<file path="src/rtl/regdump_pkg.sv">
// Shared constants and FSM state encoding for the register dump reader.
package regdump_pkg;

    localparam int ADDR_W = 5;
    localparam int DATA_W = 32;

    typedef enum logic [1:0] {
        IDLE = 2'd0,
        READ = 2'd1,
        SEND = 2'd2,
        FIN  = 2'd3
    } state_t;

endpackage : regdump_pkg

</file>
<file path="src/rtl/regdump_reader_if.sv">
// Valid/ready beat stream carrying (register index, register value) pairs.
interface regdump_reader_if #(
    parameter int ADDR_W = regdump_pkg::ADDR_W,
    parameter int DATA_W = regdump_pkg::DATA_W
);

    logic              out_valid;
    logic              out_ready;
    logic [ADDR_W-1:0] out_idx;
    logic [DATA_W-1:0] out_data;

    modport master (
        output out_valid,
        output out_idx,
        output out_data,
        input  out_ready
    );

    modport slave (
        input  out_valid,
        input  out_idx,
        input  out_data,
        output out_ready
    );

endinterface : regdump_reader_if

</file>
<file path="src/rtl/regdump_reader.sv">
// Walks a register-index range through an external async regfile read port
// and streams each (index, value) pair out, accumulating a 32-bit checksum.
module regdump_reader #(
    parameter int ADDR_W = regdump_pkg::ADDR_W,
    parameter int DATA_W = regdump_pkg::DATA_W
) (
    input  logic              clk,
    input  logic              rst,
    input  logic              start,
    input  logic [ADDR_W-1:0] first_idx,
    input  logic [ADDR_W-1:0] last_idx,
    input  logic              abort,
    output logic [ADDR_W-1:0] rs,
    input  logic [DATA_W-1:0] rdata,
    regdump_reader_if.master  out,
    output logic              busy,
    output logic              done,
    output logic              err,
    output logic [DATA_W-1:0] checksum
);

    import regdump_pkg::*;

    state_t            state;
    logic [ADDR_W-1:0] idx;
    logic [ADDR_W-1:0] last_q;
    logic [ADDR_W-1:0] out_idx_q;
    logic [DATA_W-1:0] out_data_q;

    // Handshake and status flags decode straight from the state register.
    assign busy          = (state != IDLE);
    assign done          = (state == FIN);
    assign out.out_valid = (state == SEND);
    assign out.out_idx   = out_idx_q;
    assign out.out_data  = out_data_q;
    assign rs            = (state == READ) ? idx : '0;

    // NOTE: every register here updates with <= so all reads in this block see
    // the pre-edge values, e.g. checksum adds the beat that was actually shown.
    always_ff @(posedge clk) begin
        if (rst) begin
            state      <= IDLE;
            idx        <= '0;
            last_q     <= '0;
            out_idx_q  <= '0;
            out_data_q <= '0;
            err        <= 1'b0;
            checksum   <= '0;
        end else begin
            unique case (state)
                IDLE: begin
                    if (start) begin
                        idx      <= first_idx;
                        last_q   <= last_idx;
                        checksum <= '0;
                        err      <= (first_idx > last_idx);
                        state    <= (first_idx > last_idx) ? FIN : READ;
                    end
                end
                READ: begin
                    if (abort) begin
                        state <= IDLE;
                    end else begin
                        out_data_q <= rdata;
                        out_idx_q  <= idx;
                        state      <= SEND;
                    end
                end
                SEND: begin
                    if (abort) begin
                        state <= IDLE;
                    end else if (out.out_ready) begin
                        checksum <= checksum + out_data_q;
                        // Terminating on equality before incrementing keeps idx from wrapping at 31.
                        if (idx == last_q) begin
                            state <= FIN;
                        end else begin
                            idx   <= idx + ADDR_W'(1);
                            state <= READ;
                        end
                    end
                end
                FIN: begin
                    state <= IDLE;
                end
                default: begin
                    state <= IDLE;
                end
            endcase
        end
    end

endmodule : regdump_reader

</file>
<file path="src/flat_wrapper.sv">
// flat-port wrapper written by rule: the top's interface ports become plain ports
module regdump_reader_flat import regdump_pkg::*;
#(
    parameter int ADDR_W = regdump_pkg::ADDR_W,
    parameter int DATA_W = regdump_pkg::DATA_W
)
  (clk, rst, start, first_idx, last_idx, abort, rs, rdata, busy, done, err, checksum, out_out_valid, out_out_idx, out_out_data, out_out_ready);
  regdump_reader_if #(.ADDR_W(ADDR_W), .DATA_W(DATA_W)) out_i ();
  input  logic clk;
  input  logic rst;
  input  logic start;
  input  logic [ADDR_W-1:0] first_idx;
  input  logic [ADDR_W-1:0] last_idx;
  input  logic abort;
  output logic [ADDR_W-1:0] rs;
  input  logic [DATA_W-1:0] rdata;
  output logic busy;
  output logic done;
  output logic err;
  output logic [DATA_W-1:0] checksum;
  output wire logic [$bits(out_i.out_valid)-1:0] out_out_valid;
  output wire logic [$bits(out_i.out_idx)-1:0] out_out_idx;
  output wire logic [$bits(out_i.out_data)-1:0] out_out_data;
  input wire logic [$bits(out_i.out_ready)-1:0] out_out_ready;
  assign out_out_valid = out_i.out_valid;
  assign out_out_idx = out_i.out_idx;
  assign out_out_data = out_i.out_data;
  assign out_i.out_ready = out_out_ready;
  regdump_reader #(.ADDR_W(ADDR_W), .DATA_W(DATA_W)) u_core (.clk(clk), .rst(rst), .start(start), .first_idx(first_idx), .last_idx(last_idx), .abort(abort), .rs(rs), .rdata(rdata), .out(out_i), .busy(busy), .done(done), .err(err), .checksum(checksum));
endmodule
</file>
<file path="config.mk">
export PLATFORM = sky130hd
export DESIGN_NAME = regdump_reader_flat
export DESIGN_NICKNAME = d
export VERILOG_FILES = /design/src/rtl/regdump_pkg.sv /design/src/rtl/regdump_reader_if.sv /design/src/rtl/regdump_reader.sv /design/src/flat_wrapper.sv
export SDC_FILE = /design/constraint.sdc
export NUM_CORES = 1
export LEC_CHECK = 0
export CAP_MARGIN = 40
export CORE_UTILIZATION = 53
export DETAILED_ROUTE_END_ITERATION = 8
export PLACE_DENSITY_LB_ADDON = 0.3
export SLEW_MARGIN = 5
export SYNTH_ARGS = -nofsm -noshare
export SYNTH_HDL_FRONTEND = slang
export SYNTH_SLANG_ARGS = --single-unit
</file>
<file path="constraint.sdc">
create_clock -name clk -period 6.81 [get_ports clk]
set_input_delay 0.681 -clock clk [delete_from_list [all_inputs] [get_ports clk]]
set_output_delay 0.681 -clock clk [all_outputs]
set_load 0.01 [all_outputs]
</file>
==> results.rst <==
.. list-table::
   :header-rows: 1

   * - Metric
     - Value
   * - Maximum capacitance violations
     - 0
   * - Final Max Slew Viols
     - 0
   * - Placeable core region
     - 8380 um^2
   * - Primary flip-flop cell chosen by synthesis mapping
     - sky130_fd_sc_hd__dfxtp_1
   * - Count of boundary I/O pins
     - 125
   * - CTS H-Tree Depth
     - 3
   * - Final core utilization
     - between 70% and 80%
   * - Type of element launching the critical path
     - flip-flop
   * - Most common cell after layout, fill and taps aside
     - sky130_fd_sc_hd__clkdlybuf4s50_1
   * - Maximum single-stage delay on the critical path
     - 0.43 ns
   * - RePlAce Congestion
     - between 0.8 and 0.9
   * - CTS tree
     - built
   * - Internal portion of total power
     - 0.791 mW
   * - Yosys warnings
     - 0
   * - Combinational share of power
     - 15.1%
   * - Min-Delay Path Class
     - flip-flop to flip-flop
   * - Final global-route overflow total
     - 0
   * - Starting density of the core
     - a little under three fifths
   * - Number of antenna violations at the first check in global routing
     - 0
   * - Share of synthesized flip-flops with an asynchronous set or reset
     - 0%
   * - Number of nets with antenna violations after detailed routing
     - 0
   * - Clock transition at the registers of the reported paths
     - 0.09 ns
   * - FF+latch count, synth
     - 82
   * - Distinct cell type count of the synthesized netlist
     - 50
   * - Number of synthesized flops with an enable pin
     - 0
   * - Area overhead of the layout relative to synthesis
     - 33.0%
   * - Wire length per cell after detailed routing
     - 15.7 um
   * - Mean cell area of the mapped netlist
     - slightly below 8 um^2
   * - DRC violation count after routing
     - 0
   * - Fillers
     - roughly 660
   * - Global-route wire length before repair
     - 21.2 mm
   * - Arrival time of data at the critical path endpoint
     - 3.55 ns
   * - Class of the most critical setup path
     - flip-flop to flip-flop
   * - Vertical die dimension
     - 96.0 um
   * - Number of placed instances, taps included
     - around 800
   * - Mapped Area
     - 4690 um^2
   * - HPWL after detailed placement
     - 9.39 mm
   * - Worst vdd ir
     - 0.132 mV
   * - Power density cells
     - 174 nW/um^2
   * - Worst-path cell chain
     - ha_1, inv_1, fa_1, nor2b_1, o31ai_1, a211oi_1, o31ai_1, a31oi_1, a31oi_1, nor4_1, a211oi_1, xor2_1, o21ai_0
   * - Hold WS
     - 0.463 ns
   * - Leakage dissipation
     - 2.57 nW
   * - Total routing usage reported by global routing
     - 29.3%
   * - Clock skew after layout
     - 0.0116 ns
   * - Crit-path max FO
     - 5
   * - Vias in the first global route
     - 4474
   * - Required time at the worst-slack endpoint
     - 7.03 ns
   * - Buffer depth of the longest clock path
     - 2
   * - Latest clock arrival within the worst-skew pair
     - 0.36 ns
   * - Routed vias/inst
     - 5.69
   * - Number of iterations in the first detailed-routing pass
     - 4
   * - Net switching fraction of the power
     - 26.9%
   * - Fin nets
     - 794
   * - Slew @ Worst Pin
     - 0.738 ns
   * - R2R setup slack
     - 3.48 ns
   * - Slew Limit Headroom
     - a little over 50%
   * - Number of buffers created by CTS
     - 9
   * - Sequential fraction of the synthesis area
     - 35.0%
   * - Post-CTS setup repair buffer count
     - 0
   * - CTS root buf
     - sky130_fd_sc_hd__clkbuf_8
   * - Net switching power
     - 0.291 mW
   * - Finished Cell Area
     - 6230 um^2
   * - Number of design-rule violations left by the first detailed-router iteration
     - 184
   * - Number of port buffers
     - 124
   * - Count of placed standard cells in the final layout, fillers left out
     - 819
   * - Syn Nets
     - 679
   * - CP Capture Type
     - flip-flop
   * - Achievable Freq
     - 301 MHz
   * - Clock Power Share
     - 37.4%
   * - DR vias
     - between 4000 and 5000
   * - Clock period minus final worst setup slack
     - 3.33 ns
   * - CP max-delay cell
     - sky130_fd_sc_hd__a31oi_1
   * - Total of hold buffers inserted after clock tree synthesis
     - 0
   * - Commonest cells after routing, fill and taps aside
     - sky130_fd_sc_hd__clkdlybuf4s50_1, sky130_fd_sc_hd__nand2_1, sky130_fd_sc_hd__dfxtp_1
   * - Final setup viols
     - 0
   * - Std cell rows
     - 33
   * - Total area of multi-input combinational cells
     - 2890 um^2
   * - Sequential cell area
     - 1640 um^2
   * - Maximum number of pins on one net before global-route repair
     - 70
   * - Buffers and inverters on the worst path
     - 1
   * - Reg power frac
     - 47.4%
   * - Proportion of layout cells with a drive suffix above 1
     - 4.90%
   * - Routed wire length
     - ~13 mm
   * - Gate Count Post-Synth
     - 594
   * - Outcome
     - finished clean
   * - Final period utilization
     - 48.9%
   * - RSZ-0062 raised after global routing
     - no
   * - Area of the die
     - ~9200 um^2
   * - Count of antenna diodes in the layout
     - 0
   * - Quantity of gates resized following cts
     - 0
   * - Setup total negative slack
     - 0 ns
   * - Clock Sink Count
     - between 80 and 90
   * - Cell family with most CP delay
     - compound AO/OA/AOI/OAI gates
   * - Cell area reported after detailed placement
     - 6000 um^2
   * - Total count of hold-check failures in the final report
     - 0
   * - Die Wd
     - 96.0 um
layout make-up:
type,count,area share (%)
Clock inverter,6,1.45
Sequential cell,82,26.3
Tap cell,105,2.11
Clock buffer,10,2.21
Multi-Input combinational cell,470,46.4
Inverter,17,1.02
Timing Repair Buffer,129,20.4
synthesized netlist by cell type, drive strengths merged (7+ instances only):
library cell,count,area [um^2]
a21o,15,114
a21oi,70,350
a22oi,15,113
and2,8,50.1
clkbuf,22,82.6
dfxtp,82,1640
ha,37,463
inv,17,63.8
nand2,116,435
nand2b,12,75.1
nand3,7,35.0
nor2,44,165
nor2b,8,50.1
nor4,8,50.1
o21ai,32,164
xnor2,14,123
xor2,17,149
routing by layer:
metal	wire, um	vias up	GRT usage (%)
met3	818	16	5.61
met1	5500	2179	36.2
met4	163	0	8.58
met5	0	-	0
met2	6410	159	51.4
li1	-	2307	-
worst register-to-register path, delay by kind of cell, from the launching register on:
kind	cells	cell delay (ns)
compound gates	7	1.99
fa+ha+maj	2	0.41
flops	1	0.34
simple gates	2	0.20
xor+xnor	1	0.18
buf+inv	1	0.08
path summary, 6_finish.rpt:
path	startpoint	end	cells past startpoint
worst min register to register	u_core.out.out_idx[3]	u_core.out.out_idx[3]	2
worst max-delay path	u_core.out.out_data[0]	u_core.checksum[30]	13
worst min-delay path	u_core.out.out_idx[3]	u_core.out.out_idx[3]	2
worst max register to register	u_core.out.out_data[0]	u_core.checksum[30]	13
power by group through the flow:
| stage | clock network (mW) | registers (mW) | logic, mW |
|---|---|---|---|
| 6_report | 0.405 | 0.513 | 0.164 |
| 3_3_place_gp | 0 | 0.523 | 0.156 |
| 4_1_cts | 0.405 | 0.513 | 0.163 |
| 2_1_floorplan | 0 | 0.523 | 0.0872 |
| 3_5_place_dp | 0 | 0.524 | 0.162 |
| 5_1_grt | 0.428 | 0.516 | 0.180 |
cell families (layout without fill, tap and decap cells):
kind of cell / count (synthesis) / in the layout / share of synthesized area [%]
fa+ha+maj: 38 / 38 / 10.3
buf+inv: 42 / 162 / 3.36
xor+xnor: 31 / 31 / 5.79
flops: 82 / 82 / 35.0
mux: 6 / 6 / 1.28
simple gates: 225 / 225 / 21.3
compound gates: 170 / 170 / 22.9
sequential cells by signal, indices dropped and copies added, names as in the netlist:
signal and flops:
u_core.checksum 32, u_core.err 1, u_core.idx 5, u_core.last_q 5, u_core.out.out_data 32, u_core.out.out_idx 5
u_core.state 2
per-stage QoR:
stage               power (mW)  setup WS, ns
detailed placement       0.686          3.55
finish                    1.08          3.48
CTS                       1.08          3.47
floorplan                0.610          3.85
global route              1.12          3.09
global placement         0.679          3.54
Power figures use the tool's default switching activity.
